`src/rtl/b01_deser.sv`:
```
// Serial-to-byte deserializer for the b01 stage output with a small FWFT FIFO and event counters.
// Optional 9th even-parity bit per frame is enabled by defining B01_DESER_PARITY_EN.
module b01_deser #(
  parameter int DEPTH = 4,
  parameter int CNT_W = 8
) (
  input  logic             clock,
  input  logic             reset,
  input  logic             outp_in,
  input  logic             overflw_in,
  input  logic             en,
  input  logic             sync,
  input  logic             clr,
  output logic [7:0]       dout,
  output logic             dout_ovf,
  output logic             dout_perr,
  output logic             dout_valid,
  input  logic             dout_ready,
  output logic [CNT_W-1:0] ovf_cnt,
  output logic [CNT_W-1:0] drop_cnt,
  output logic             dropped
);

  localparam int AW = (DEPTH > 1) ? $clog2(DEPTH) : 1;
  localparam logic [AW:0] DEPTH_CNT = (AW+1)'(DEPTH);
  localparam logic [CNT_W-1:0] CNT_MAX = {CNT_W{1'b1}};
  localparam logic [CNT_W-1:0] CNT_ONE = {{(CNT_W-1){1'b0}}, 1'b1};

`ifdef B01_DESER_PARITY_EN
  typedef enum logic [0:0] {SHIFT = 1'b0, PAR = 1'b1} state_t;

  function automatic logic even_par(input logic [7:0] d);
    return ^d;
  endfunction
`else
  typedef enum logic [0:0] {SHIFT = 1'b0} state_t;
`endif

  state_t      state;
  logic [2:0]  bit_cnt;
  logic [7:0]  sreg;
  logic        ovf_acc;

  state_t      cur_state;
  logic [2:0]  cur_cnt;
  logic        cur_acc;
  logic [7:0]  shifted;
  logic        frame_ovf;
  logic        complete;
  logic [7:0]  frame_data;
  logic        frame_perr;

  logic [9:0]  mem [DEPTH];
  logic [AW-1:0] wr_idx;
  logic [AW-1:0] rd_idx;
  logic [AW:0]   count;
  logic [AW-1:0] rd_next;
  logic [AW:0]   count_next;
  logic          pop;
  logic          full;
  logic          push;
  logic          drop;
  logic [9:0]    wdata;
  logic [9:0]    head_next;

  // Frame assembly view: sync makes this edge behave as the start of a fresh frame
  always_comb begin
    cur_state  = sync ? SHIFT : state;
    cur_cnt    = sync ? 3'd0 : bit_cnt;
    cur_acc    = sync ? 1'b0 : ovf_acc;
    shifted    = {outp_in, sreg[7:1]};
    frame_ovf  = cur_acc | overflw_in;
    complete   = 1'b0;
    frame_data = sreg;
    frame_perr = 1'b0;
    if (en) begin
      case (cur_state)
        SHIFT: begin
          if (cur_cnt == 3'd7) begin
`ifndef B01_DESER_PARITY_EN
            complete   = 1'b1;
            frame_data = shifted;
`else
            complete   = 1'b0;
`endif
          end else begin
            complete = 1'b0;
          end
        end
`ifdef B01_DESER_PARITY_EN
        PAR: begin
          complete   = 1'b1;
          frame_data = sreg;
          frame_perr = even_par(sreg) ^ outp_in;
        end
`endif
        default: complete = 1'b0;
      endcase
    end else begin
      complete = 1'b0;
    end
  end

  // Deserializer FSM: bit counter, shift register and overflow accumulator
  always_ff @(posedge clock or posedge reset) begin
    if (reset) begin
      state   <= SHIFT;
      bit_cnt <= 3'd0;
      sreg    <= 8'd0;
      ovf_acc <= 1'b0;
    end else if (en) begin
      case (cur_state)
        SHIFT: begin
          sreg    <= shifted;
          ovf_acc <= frame_ovf;
          if (cur_cnt == 3'd7) begin
            bit_cnt <= 3'd0;
`ifdef B01_DESER_PARITY_EN
            state   <= PAR;
`else
            state   <= SHIFT;
            ovf_acc <= 1'b0;
`endif
          end else begin
            bit_cnt <= cur_cnt + 3'd1;
            state   <= SHIFT;
          end
        end
        default: begin
          state   <= SHIFT;
          bit_cnt <= 3'd0;
          ovf_acc <= 1'b0;
        end
      endcase
    end else begin
      state   <= cur_state;
      bit_cnt <= cur_cnt;
      ovf_acc <= cur_acc;
    end
  end

  // FIFO control; a full FIFO still accepts a push when the head leaves on the same edge
  always_comb begin
    pop       = dout_valid & dout_ready;
    full      = (count == DEPTH_CNT);
    push      = complete & (~full | pop);
    drop      = complete & ~push;
    wdata     = {frame_ovf, frame_perr, frame_data};
    rd_next   = pop ? (rd_idx + {{(AW-1){1'b0}}, 1'b1}) : rd_idx;
    case ({push, pop})
      2'b10:   count_next = count + {{AW{1'b0}}, 1'b1};
      2'b01:   count_next = count - {{AW{1'b0}}, 1'b1};
      default: count_next = count;
    endcase
    if (push && (count == {{AW{1'b0}}, pop})) begin
      head_next = wdata;
    end else begin
      head_next = mem[rd_next];
    end
  end

  // FIFO storage
  always_ff @(posedge clock) begin
    if (push) begin
      mem[wr_idx] <= wdata;
    end
  end

  // FIFO pointers and registered head-of-FIFO outputs
  always_ff @(posedge clock or posedge reset) begin
    if (reset) begin
      wr_idx     <= {AW{1'b0}};
      rd_idx     <= {AW{1'b0}};
      count      <= {(AW+1){1'b0}};
      dout_valid <= 1'b0;
      dout       <= 8'd0;
      dout_ovf   <= 1'b0;
      dout_perr  <= 1'b0;
    end else begin
      if (push) begin
        wr_idx <= wr_idx + {{(AW-1){1'b0}}, 1'b1};
      end
      rd_idx     <= rd_next;
      count      <= count_next;
      dout_valid <= (count_next != {(AW+1){1'b0}});
      if (count_next != {(AW+1){1'b0}}) begin
        dout_ovf  <= head_next[9];
        dout_perr <= head_next[8];
        dout      <= head_next[7:0];
      end
    end
  end

  // Saturating event counters and sticky drop flag; clr wins over increments
  always_ff @(posedge clock or posedge reset) begin
    if (reset) begin
      ovf_cnt  <= {CNT_W{1'b0}};
      drop_cnt <= {CNT_W{1'b0}};
      dropped  <= 1'b0;
    end else if (clr) begin
      ovf_cnt  <= {CNT_W{1'b0}};
      drop_cnt <= {CNT_W{1'b0}};
      dropped  <= 1'b0;
    end else begin
      if (complete && frame_ovf && (ovf_cnt != CNT_MAX)) begin
        ovf_cnt <= ovf_cnt + CNT_ONE;
      end
      if (drop) begin
        dropped <= 1'b1;
        if (drop_cnt != CNT_MAX) begin
          drop_cnt <= drop_cnt + CNT_ONE;
        end
      end
    end
  end

endmodule

```
`config.mk`:
```
export PLATFORM = sky130hd
export DESIGN_NAME = b01_deser
export DESIGN_NICKNAME = d
export VERILOG_FILES = /design/src/rtl/b01_deser.sv
export SDC_FILE = /design/constraint.sdc
export NUM_CORES = 1
export LEC_CHECK = 0
export ABC_AREA = 0
export BUFFER_PORTS_ARGS = -buffer_cell sky130_fd_sc_hd__buf_4
export CORE_ASPECT_RATIO = 1.25
export CORE_MARGIN = 8
export CORE_UTILIZATION = 50
export DETAILED_ROUTE_END_ITERATION = 8
export GPL_TIMING_DRIVEN = 0
export PLACE_DENSITY = 0.71
export SKIP_LAST_GASP = 1
export SYNTH_ARGS = -nofsm -noshare
export SYNTH_HDL_FRONTEND = slang
export SYNTH_SLANG_ARGS = --single-unit
export TNS_END_PERCENT = 50
```
`constraint.sdc`:
```
create_clock -name clock -period 3.3 [get_ports clock]
set_clock_uncertainty 0.1 [all_clocks]
set_input_delay 0.165 -clock clock [delete_from_list [all_inputs] [get_ports clock]]
set_output_delay 0.165 -clock clock [all_outputs]
set_load 0.02 [all_outputs]
```
==> results.md, run 1 <==
- Rows: 37
- Reg power frac: 0.412
- Ys Warns: 0
- Fin crit share: 0.945
- Flops & latches, synth: 83
- Net Sw Frac: 0.311
- Slew of the pin with the lowest slew margin: 581 ps
- Relative slew margins: 0.613
- Synth area leader: dfrtp_1
- First-pass GRT wire length: ~14000 um
- Int Power: 0.00223 W
- Reg clk slew, reported paths: ~80 ps
- Slew Viols, Final: 0
- Max Cap Violations: 0
- Final net count: 409
- Post-synth top area share: 0.281
- Worst hold path class: in2reg
- Worst setup EP type: flop
- Leakage: 2.10 nW
- # setup viols final: 0
- Prevailing post-synth register cell: dfrtp_1
- # diodes: 0
- Total CTS buffers: 9
- Most frequent cell after synthesis: dfrtp_1
- WL/cell: 17.1 um
- Hold WS: 41.3 ps
- Final HPWL DP: roughly 5900 um
- Largest net degree at the start of global routing: 33
- Area grow syn2layout: 19.9%
- Die width: 97.8 um
- Synth top cells by count: 47 x dfrtp_1, 37 x mux2i_1, 36 x edfxtp_1
- Design Power: ~0.0032 W
- Drt via density: 5.50
- Initial antenna violation count: 0
- Share of total power in the clock network: 0.240
- Die height: 118 um
- Largest fanout on the critical path: 6
- Finished Cell Area: roughly 5000 sq um
- H-tree levels: 3
- Seq/Total Area, Yosys: 0.540
- Setup TNS: 0 ps
- Critical path class: reg2reg
- Gpl congestion: between 0.7 and 0.8
- Number of synthesized flops with an enable pin: 36
- Status: completed
- Asr flop ratio synth: 0.566
- Vias in the first global route: 2921
- RSZ-0062 raised after global routing: false
- Gr usage total: 0.150
- Worst EP required: around 3500 ps
- Synthesized area: ~4200 sq um
- Power Dens Cells: 646 nW/um^2
- Die area: approximately 12000 sq um
- CP Launch Type: flop
- Longest Clk Path Bufs: 2
- Sw Pwr: 0.00101 W
- Initial core utilization: 0.510
- I/O pins: 36
- WL final: between 8000 and 9000 um
- Clock latency on the worst-skew pair: about 340 ps
- Count of cell types in the netlist: 46
- Initial DRC count: between 100 and 150
- F_max: 321 MHz
- Core area: 8190 sq um
- Mapped Cells: 334
- Final Instance Count excl. Fillers: 493
- DRC: 0
- Syn Area/Cell: between 10 and 15 sq um
- Synth area leaders: dfrtp_1 28%, edfxtp_1 26%, mux2i_1 8.9%
- CTS tree: done
- Clock root buffer: clkbuf_8
- Clock net sink count: 83
- Dpl cells: 464
- DR vias: 2712
- Total grt overflow: 0
- Placed instance area: 4590 sq um
- Final hold violations: 0
- DRT Pass-1 Iters: 4
- Synth Net Count: 352
- Port bufs: 32
- Combinational share of power: 0.348
- Detail Route Antenna Nets: 0
- Worst IR Drop VDD: between 0.0002 and 0.0003 V
- Crit path DAT: 3270 ps
- Minimum clock period: about 3100 ps
- Layout cells sized above 1: 0.293
-- stage by stage --
step | utilization | setup slack [ps]
floorplan | - | 36.0
global placement | 0.558 | -372
detailed placement | 0.560 | -429
CTS | 0.593 | 60.7
global route | 0.612 | 28.6
finish | 0.612 | 183
-- metal layers --
| layer | GRT usage | part of all wire | up-vias |
|---|---|---|---|
| met2 | 0.251 | 0.50 | 63 |
| met4 | 0.0616 | 0.012 | 0 |
| met5 | 0 | 0 | - |
| met3 | 0.0382 | 0.041 | 9 |
| met1 | 0.180 | 0.45 | 1322 |
| li1 | - | - | 1318 |
-- cells in the final DEF, fill, tap and decap left out, types with 4 or more instances in the layout --
cell type / instances
nand3_1: 7
dfrtp_1: 47
and2_1: 11
inv_1: 10
edfxtp_1: 36
buf_2: 6
mux4_2: 8
xnor2_1: 14
clkbuf_8: 9
mux2_2: 18
nand2b_1: 6
mux2i_1: 37
o21ai_0: 5
buf_6: 4
nand4_1: 4
and3_1: 7
buf_4: 44
nand2_1: 17
nor3_1: 5
ha_1: 6
nor2_1: 31
-- what timing repair did --
action,in CTS,in global routing
resized for setup,5,16
hold buffers,3,0
pin swaps,2,6
hold endpoints to repair,18,0
buffers inserted,2,8
endpoints found under the setup margin,10,9
cloned,0,2
-- path summary, 6_finish.rpt --
path | slack [ps] | startpoint | end | cells past startpoint
setup / recovery | 180 | bit_cnt[0] | dout[4] | 15
hold / removal | 40 | sync | bit_cnt[0] | 3
setup reg to reg | 180 | bit_cnt[0] | dout[4] | 15
hold reg to reg | 390 | dout[7] | dout[7] | 2
max in group asynchronous | 2330 | reset | sreg[7] | 4
min in group asynchronous | 270 | reset | dout_valid | 3
-- critical path, cell delays in order, from the launching register on --
cell     delay (ps)
dfrtp_1         330
nor2b_4         150
ha_2            200
ha_4            140
and2_4          150
and2_4          150
buf_6           120
nand2_4          70
ha_4            190
fa_2            400
xnor2_4         170
xnor2_2         210
o31ai_4          80
buf_4           160
buf_4           170
o31ai_1         230
-- state kept, by name (all words and copies together), names as in the netlist --
name        flops
wr_idx          2
dropped         1
rd_idx          2
ovf_cnt         8
mem            36
dout_valid      1
ovf_acc         1
dout_ovf        1
bit_cnt         3
sreg            8
drop_cnt        8
count           3
dout            8
state           1
-- cell families after synthesis --
| group | synth area share |
|---|---|
| xor gates and xnor gates | 0.0377 |
| AOI/OAI and AO/OA | 0.0446 |
| buffers and inverters | 0.0374 |
| and+or+nand+nor | 0.125 |
| muxes | 0.183 |
| DFF | 0.540 |
| other | 0.000897 |
| adders and majority gates | 0.0317 |
-- power by group through the flow --
stage / logic, W / registers, W / clock network, W
detailed placement: 0.000990 / 0.00136 / 0
global placement: 0.000963 / 0.00135 / 0
CTS: 0.00103 / 0.00134 / 0.000792
floorplan: 0.000674 / 0.00141 / 0
finish: 0.00113 / 0.00134 / 0.000776
global route: 0.00122 / 0.00136 / 0.000831
-- cell type report --
type / instances / area [sq um]
clock inverter: 6 / 80.1
timing repair buffer: 48 / 375
sequential: 83 / 2260
buffer: 15 / 115
tap: 97 / 121
clock buffer: 10 / 128
inverter: 12 / 45.0
fill: 658 / 3180
multi-input combinational: 222 / 1890
No activity file was read; power rests on OpenSTA's default activity.
==> run 2, diff against run 1 <==
==> constraint.sdc (replaced) <==
create_clock -name clock -period 3.3 [get_ports clock]
set_clock_uncertainty 0.1 [all_clocks]
set_input_delay 0 -clock clock [delete_from_list [all_inputs] [get_ports clock]]
set_output_delay 0 -clock clock [all_outputs]
set_load 0.02 [all_outputs]
==> run 2 against run 1 <==
Routed wire length increased by 0.46%. Critical path type unchanged. Clock power hardly changed. Die area unchanged. Final cell count up 1.2%. Via count grew 0.77%. Sequential power is essentially flat. Sequential share of layout area is 0.50 points lower. Register-to-register slack lost 60 ps. Non-clock buffer count up 6.
==> results.md, run 2 (synthesis results as in run 1) <==
- Clock root buffer: clkbuf_8
- Worst R2R Setup Slack: 120 ps
- Leakage: 2.13 nW
- Core area: 8190 sq um
- Final hold violations: 0
- Port bufs: 32
- Worst IR Drop VDD: 0.000281 V
- Die area: 11600 sq um
- WL/cell: ~17 um
- First-pass GRT wire length: 14100 um
- Pre-CTS setup slack: -429 ps
- Setup TNS: 0 ps
- Worst setup EP type: flop
- Worst hold path class: in2async
- FF-to-FF End: dout[0]
- Cell Chain, Critical Path: nand2_2, buf_6, nand3_1, clkbuf_1, nand2_4, ha_4, fa_2, xnor2_4, xnor2_2, o31ai_4, buf_4, buf_4, a41oi_2, a2bb2oi_1
- H-tree levels: 3
- # fillers: 651
- Vias in the first global route: slightly below 3000
- Critical path class: reg2reg
- Worst EP required: 3440 ps
- Area grow syn2layout: 21.3%
- # setup viols final: 0
- # diodes: 0
- Hold WS: approximately 100 ps
- Initial antenna violation count: 0
- Final Instance Count excl. Fillers: about 500
- DRC: 0
- Power Dens Cells: 650 nW/um^2
- RR Startpoint: dout_valid
- I/O pins: 36
- Max reg flops: 36
- Reg clk slew, reported paths: 80 ps
- Commonest non-fill, non-tap cell in the layout: dfrtp_1
- Clock latency on the worst-skew pair: 340 ps
- Largest Register: mem
- WL final: 8470 um
- Final Core Density: 0.619
- Detail Route Antenna Nets: 0
- Slew of the pin with the lowest slew margin: 592 ps
- Gr usage total: 0.150
- Largest fanout on the critical path: 10
- Total grt overflow: 0
- Fin crit share: 0.964
- Slew Viols, Final: 0
- Status: completed
- Gpl congestion: approximately 0.79
- Final WS setup: 120 ps
- Drt via density: 5.48
- Clock net sink count: just over 80
- Longest Clk Path Bufs: 2
- Largest net degree at the start of global routing: 33
- Commonest non-fill, non-tap cells in the layout: 47 x dfrtp_1, 46 x buf_4, 37 x mux2i_1
- Final net count: 415
- CTS tree: done
- RSZ-0062 raised after global routing: true
- Layout cells sized above 1: 0.296
- Largest stage delay, worst path: approximately 440 ps
- DR vias: 2733
- CP delay by family, top: buffers and inverters
- Worst path slowest cell: dfrtp_1
- DRT Pass-1 Iters: 4
- Relative slew margins: 0.605
- Worst path buffer plus inverter count: 4
- Die height: 118 um
- Reg2reg path depth: 14
- Dpl cells: about 460
- Minimum clock period: 3180 ps
- F_max: around 310 MHz
- Rows: 37
- Initial DRC count: 138
- Initial core utilization: 0.510
- Final HPWL DP: 5880 um
- CP Launch Type: flop
- Crit path DAT: roughly 3300 ps
- Total CTS buffers: 9
- Max Cap Violations: 0
- Die width: 97.8 um
- Worst path most repeated cell: buf_4
## run 2: cell count changes in the layout (fill, tap and decap cells not counted)
cell           previous run  this run
o31ai_4                   3         4
buf_4                    44        46
nor2b_4                   1         0
ha_1                      6         7
clkbuf_1                  3         4
buf_2                     6         5
ha_4                      2         1
nor2b_2                   0         1
o31ai_1                   3         1
o31ai_2                   2         3
buf_6                     4         5
dlygate4sd3_1             3         6
## run 2: per-layer routing
metal	vias up	global-route usage	share of wire
li1	1330	-	-
met1	1337	0.180	0.45
met2	56	0.251	0.50
met3	10	0.0382	0.038
met4	0	0.0616	0.016
met5	-	0	0
## run 2: power breakdown
group	internal, W	switching [W]
registers	0.00123	0.000101
logic	0.000617	0.000568
clock network	0.000420	0.000354
total	0.00227	0.00102
## run 2: how the worst max path moves through the flow
stage | start | end | slack [ps] | cells after the start
2_1_floorplan | bit_cnt[0] | dout[1] | 40 | 16
3_3_place_gp | bit_cnt[0] | dout[5] | -370 | 16
3_5_place_dp | bit_cnt[0] | dout_ovf | -430 | 15
4_1_cts | sync | dout[0] | 30 | 18
5_1_grt | dout_valid | dout[3] | -20 | 13
6_report | dout_valid | dout[0] | 120 | 14
## run 2: per-stage QoR
step	area [sq um]	power, W
after global placement	4570	0.00231
after floorplan	4210	0.00208
after detailed placement	4590	0.00235
after CTS	4890	0.00316
after global routing	5070	0.00346
final	5070	0.00329
## run 2: tightest hold or removal path, stage by stage
cell,delay (ps)
dlygate4sd3_1,540
buf_4,130
inv_2,290
## run 2: final cells by class
| class | instances | area (sq um) | share of cell area |
|---|---|---|---|
| clock inverter | 6 | 80.1 | 0.0158 |
| timing repair buffer | 53 | 427 | 0.0841 |
| multi-input combinational | 222 | 1900 | 0.374 |
| inverter | 12 | 45.0 | 0.00888 |
| sequential | 83 | 2260 | 0.445 |
| tap | 97 | 121 | 0.0239 |
| clock buffer | 10 | 128 | 0.0252 |
| buffer | 16 | 119 | 0.0234 |
## run 2: repair_timing
item / in CTS / in global routing
pin swaps: 2 / 7
endpoints found under the setup margin: 10 / 9
endpoints found under the hold margin: 67 / 0
cloned: 0 / 2
hold buffers: 6 / 0
resized for setup: 5 / 18
buffers inserted: 2 / 10
